[src/rtl/sa_fifo_ctrl_pkg.sv]
// sa_fifo_ctrl_pkg: sizes and pointer helper shared by the 61x64 FIFO controller
package sa_fifo_ctrl_pkg;
   localparam int DEPTH    = 61;
   localparam int AW       = 6;
   localparam int DW       = 64;
   localparam int OB_DEPTH = 3;
   localparam logic [AW-1:0] LAST_PTR = AW'(DEPTH - 1);
   localparam logic [AW-1:0] FULL_CNT = AW'(DEPTH);
   localparam logic [1:0]    OB_LAST  = 2'(OB_DEPTH - 1);
   function automatic logic [AW-1:0] ptr_inc(input logic [AW-1:0] p);
      return (p == LAST_PTR) ? '0 : p + 1'b1;
   endfunction
endpackage

[src/rtl/sa_fifo_ctrl_obuf.sv]
// sa_fifo_ctrl_obuf: 3-entry output buffer catching RAM read data in flight
module sa_fifo_ctrl_obuf
   import sa_fifo_ctrl_pkg::*;
(
   input  logic          clk,
   input  logic          reset,
   input  logic          i_push,
   input  logic [DW-1:0] i_din,
   input  logic          i_pop,
   output logic [DW-1:0] o_dout,
   output logic [1:0]    o_cnt
);
   logic [DW-1:0] r_mem [OB_DEPTH];
   logic [1:0]    r_wp, r_rp, r_cnt;
   // data storage: tail written on push, contents need no reset
   always_ff @(posedge clk) begin
      if (i_push) r_mem[r_wp] <= i_din;
   end
   // head/tail pointers and occupancy
   always_ff @(posedge clk) begin
      if (reset) begin
         r_wp  <= '0;
         r_rp  <= '0;
         r_cnt <= '0;
      end else begin
         if (i_push) r_wp <= (r_wp == OB_LAST) ? 2'd0 : r_wp + 2'd1;
         if (i_pop) r_rp <= (r_rp == OB_LAST) ? 2'd0 : r_rp + 2'd1;
         r_cnt <= r_cnt + {1'b0, i_push} - {1'b0, i_pop};
      end
   end
   assign o_dout = r_mem[r_rp];
   assign o_cnt  = r_cnt;
endmodule

[config.mk]
export PLATFORM = sky130hd
export DESIGN_NAME = sa_fifo_ctrl_obuf
export DESIGN_NICKNAME = d
export VERILOG_FILES = /design/src/rtl/sa_fifo_ctrl_pkg.sv /design/src/rtl/sa_fifo_ctrl_obuf.sv
export SDC_FILE = /design/constraint.sdc
export NUM_CORES = 1
export LEC_CHECK = 0
export BUFFER_PORTS_ARGS = -buffer_cell sky130_fd_sc_hd__buf_4
export CAP_MARGIN = 20
export CORE_MARGIN = 1
export CORE_UTILIZATION = 40
export CTS_CLUSTER_DIAMETER = 200
export DETAILED_ROUTE_END_ITERATION = 8
export HOLD_SLACK_MARGIN = 0.12
export SYNTH_ARGS = -nofsm -noshare
export SYNTH_HDL_FRONTEND = slang
export SYNTH_SLANG_ARGS = --single-unit
[constraint.sdc]
create_clock -name clk -period 7.6 [get_ports clk]
set_clock_uncertainty 0.05 [all_clocks]
set_input_delay 1.52 -clock clk [delete_from_list [all_inputs] [get_ports clk]]
set_output_delay 1.52 -clock clk [all_outputs]
set_load 0.01 [all_outputs]
After elaboration in Yosys (flattened, before gate mapping). Memories as Yosys holds them, arrays and structs flattened. A register that Yosys moved wholly into a read port is not among the register bits. Cells that the tools add are included.

Multipliers: 0. Reduce and logical (&&, ||, !) cells: 0. Shifts and indexed selects: 0. Magnitude comparators: 0. Add/sub/neg operators: 4. Div/mod/pow operators: 0. Equality and inequality tests: 2. Mux-type cells: 6. Bitwise logic cells: 0.

Operator list (count): 2-bit two-way mux (4); 2-bit by 1-bit adder with 2-bit output, second input constant (2); 2-bit == test, second input constant (2); 2-bit by 1-bit adder with 2-bit output (1); 1-bit two-way mux (2); 2-bit by 1-bit subtractor with 2-bit output (1).

Bits in registers: 6. RAM bits: 192. Memories: 1. Bits in latches: 0. Memory bits (read-only): 0. Output and inout bits: 66.

Memories: r_mem (depth 3, bits a word 64, rd ports 1, clocked after Yosys merged registers in 1, wr ports 1, line sa_fifo_ctrl_obuf.sv:13) `logic [DW-1:0] r_mem [OB_DEPTH];`.

Logic depth before layout (Yosys ltp).
Depth in word-level cells: 4. Gate-level depth with buffers: 6.

Worst setup path after synthesis. OpenSTA, ideal clock, no wires.

Kind: input port to flip-flop. Start point: input port i_push. End point: register r_wp[0]. Cell stages on the path: 2. Path slack: 688 ps. Data arrival time: 6783 ps. Path buffers: 0. Cell sequence: nor3b_1 -> o21ba_2.

RTL lines: from (decl) (line sa_fifo_ctrl_obuf.sv:7) `input logic i_push,`; to (signal assigned) (line sa_fifo_ctrl_obuf.sv:26) `if (i_push) r_wp <= (r_wp == OB_LAST) ? 2'd0 : r_wp + 2'd1;`; to (decl) (line sa_fifo_ctrl_obuf.sv:14) `logic [1:0] r_wp, r_rp, r_cnt;`.

==> summary.md <==
| Metric | Value |
|---|---|
| Register Area | 5930 um^2 |
| Vias | between 3000 and 4000 |
| Worst hold path class | register to register |
| Dpl cell area | 8630 um^2 |
| Final Cycle Share | 51.7% |
| Fraction of layout cells with a size suffix above 1 | 30.1% |
| Final setup violation count | 0 |
| Final Max Tran Viols | 0 |
| Failing checks | design-rule violations |
| R2R Setup Slk | 5.79 ns |
| Via density | 4.81 |
| Post-Synthesis Cell Area | 7460 um^2 |
| P_leak | 3.21 nW |
| Area of the multi-input gates | 1370 um^2 |
| Critical Path Sink Type | output pin |
| Worst Path Arrival | 2.36 ns |
| Synthesis-to-layout area growth | 23.3% |
| Worst Setup Path Type | register to output pin |
| Mux share of post-synthesis cell area | 8.59% |
| Maximum VDD drop | 0.000153 V |
| Unrepaired setup endpoints after global routing | false |
| R2r worst-path depth | 3 |
| Buffers added on ports | 133 |
| Worst setup margin | 3.67 ns |
| Hold_buf cts | 0 |
| Post-Synth XOR/XNOR Area | 0.302% |
| Clock-pin transition on the worst setup and hold timing paths | 0.06 ns |
| Fmax | between 200 and 300 MHz |
| DRT Pass-1 Iters | 6 |
| Layout fillers | 1513 |
| Synth Instances | roughly 440 |
| Root buffer cell | clkbuf_16 |
| Post-synthesis async set-or-reset flop share | 0% |
| Cell taking the most area after synthesis | edfxtp_1 |
| Synth warnings | 0 |
| Final nets | between 600 and 700 |
| Top cells by count, synth | edfxtp_1, nand2_1, mux2i_1 |
| Reg-to-reg critical path endpoint | r_mem[1][54] |
| PwrDens | 258 nW/um^2 |
| Status | finished, violations left |
| Post-CTS sizing | 0 |
| CTS tree | yes |
| Hold Path Depth | 2 |
| Core Box Area | 18100 um^2 |
| First-pass GRT wire length | 20900 um |
| Post-synth top flop | edfxtp_1 |
| Max H-tree Level | 4 |
| GRT overflow | 0 |
| Die H | approximately 140 um |
| Clock latency on the worst-skew pair | around 0.43 ns |
| DIE AREA | 19200 um^2 |
| Routed WL | 13400 um |
| Yosys cell types | 23 |
| Syn avg cell area | 17.1 um^2 |
| Synth area leaders | edfxtp_1, mux2i_1, o21ai_1 |
| Slew HR | 37.3% |
| Worst Max-Slew Pin Slew | 0.941 ns |
| Fraction of the mapped netlist area in adder cells | less than 1% |
| Routability cong. | between 0.7 and 0.8 |
| # Max-Cap Violations | 0 |
| Remaining DRCs | 16 |
| Setup Buffers After CTS | 0 |
| GR Util All Layers | 14.5% |
| Residual antenna-violating net count after detailed routing | 0 |
| Register area share after synthesis | 79.4% |
| Tmin final | 3.93 ns |
| Main combinational cell family by area after synthesis | multiplexers |
| Setup WS pre-CTS | 4.07 ns |
| Cts bufs inserted | 17 |
| Initial drt markers | 261 |
| Synth Area in Compound Gates | 4.73% |
| Power Total | 2.37 mW |
| Worst setup SP type | register |
| Fin area | 9200 um^2 |
| CTS sink cnt | 200 |
| Total negative setup slack | 0 ns |
| Clock Path Buffers | 2 |
| Flop and latch count out of synthesis | 200 |
| Most frequent cell after synthesis | edfxtp_1 |
| Simple-Gate Fraction of Synth Area | ~4.2% |
| Initial antenna violation count | 0 |
| I/O pins | 134 |
| Row Count | a little under 50 |
| Pin count of the biggest net entering global routing | 83 |
| Die W | 139 um |
| Worst EP required | 6.03 ns |
| Inserted Diodes | 0 |
| Detailed placer's ending HPWL | 7960 um |
| Hold_sp | r_rp[1] |
| Wire per inst | around 16 um |
| Final hold viol count | 0 |
| WHS | around 0.44 ns |
| Number of flops mapped to enable cells by yosys | 192 |
| Starting Density | 41.1% |
| R2r startpoint | r_wp[0] |
| Crit Path Max Fanout | 39 |
| Post-synth top area share | 77.3% |
| Vias in the first global route | 3939 |
| Syn nets | approximately 500 |
metal layers:
layer / track usage, % / vias up / routed length [um]
li1: - / 1912 / -
met2: 24.5 / 105 / 6760
met5: 0 / - / 0
met3: 4.49 / 16 / 706
met4: 5.68 / 0 / 183
met1: 17.5 / 1875 / 5710
power breakdown:
group          internal (mW)  switching, mW  total [mW]
Clock                  0.458          0.395       0.852
Sequential              1.26         0.0208        1.28
Combinational          0.115          0.120       0.235
Total                   1.84          0.535        2.37
how the worst max path moves through the flow:
stage | endpoint | from | cells after the start | slack (ns)
global placement | o_dout[32] | register | 4 | 4.09
floorplan | r_wp[0] | i_push | 2 | 0.69
finish | o_dout[45] | register | 4 | 3.67
detailed placement | o_dout[54] | register | 4 | 4.07
CTS | o_dout[54] | register | 4 | 3.60
global route | o_dout[62] | register | 4 | 3.51
cell families (layout without fill, tap and decap cells):
| kind of cell | after synthesis | count (layout) |
|---|---|---|
| flops | 200 | 200 |
| fa+ha+maj | 2 | 2 |
| buf+inv | 24 | 173 |
| compound gates | 68 | 68 |
| mux | 64 | 64 |
| xor+xnor | 1 | 1 |
| simple gates | 76 | 76 |
worst max-delay path, stage by stage (launching register included):
cell	delay, ns
dfxtp_4	0.65
buf_4	0.63
mux2i_1	0.28
o21ai_1	0.11
buf_4	0.19
area by class of cell:
type	count	share of cell area, %
inverters	3	0.122
multi-input cells	211	14.9
flip-flops and latches	200	64.5
repair buffers	138	11.3
well taps	229	3.11
clock inverters	15	1.51
clock buffers	17	4.62
metrics by stage:
| step | util [%] | cells |
|---|---|---|
| 3_3_place_gp | 47.6 | 781 |
| 3_5_place_dp | 47.6 | 781 |
| 6_report | 50.7 | 813 |
| 4_1_cts | 50.7 | 813 |
| 2_1_floorplan | - | 435 |
| 5_1_grt | 50.7 | 813 |
layout by cell type, fill, tap and decap left out, drive strengths merged:
master	n
nand3b	2
bufinv	1
o21ba	1
or3b	1
clkinvlp	2
mux2i	64
inv	9
a21oi	3
clkbuf	17
nor2b	2
xnor3	1
edfxtp	192
clkinv	6
ha	2
o21ai	64
nor3b	1
buf	138
nor2	2
dfxtp	8
nand2b	3
nand2	65
state kept, by name, summed over array words and instances (netlist names), named ones only:
register	cells
r_rp	2
o_cnt	2
r_mem	192
r_wp	2
(Power assumes the default switching activity.)
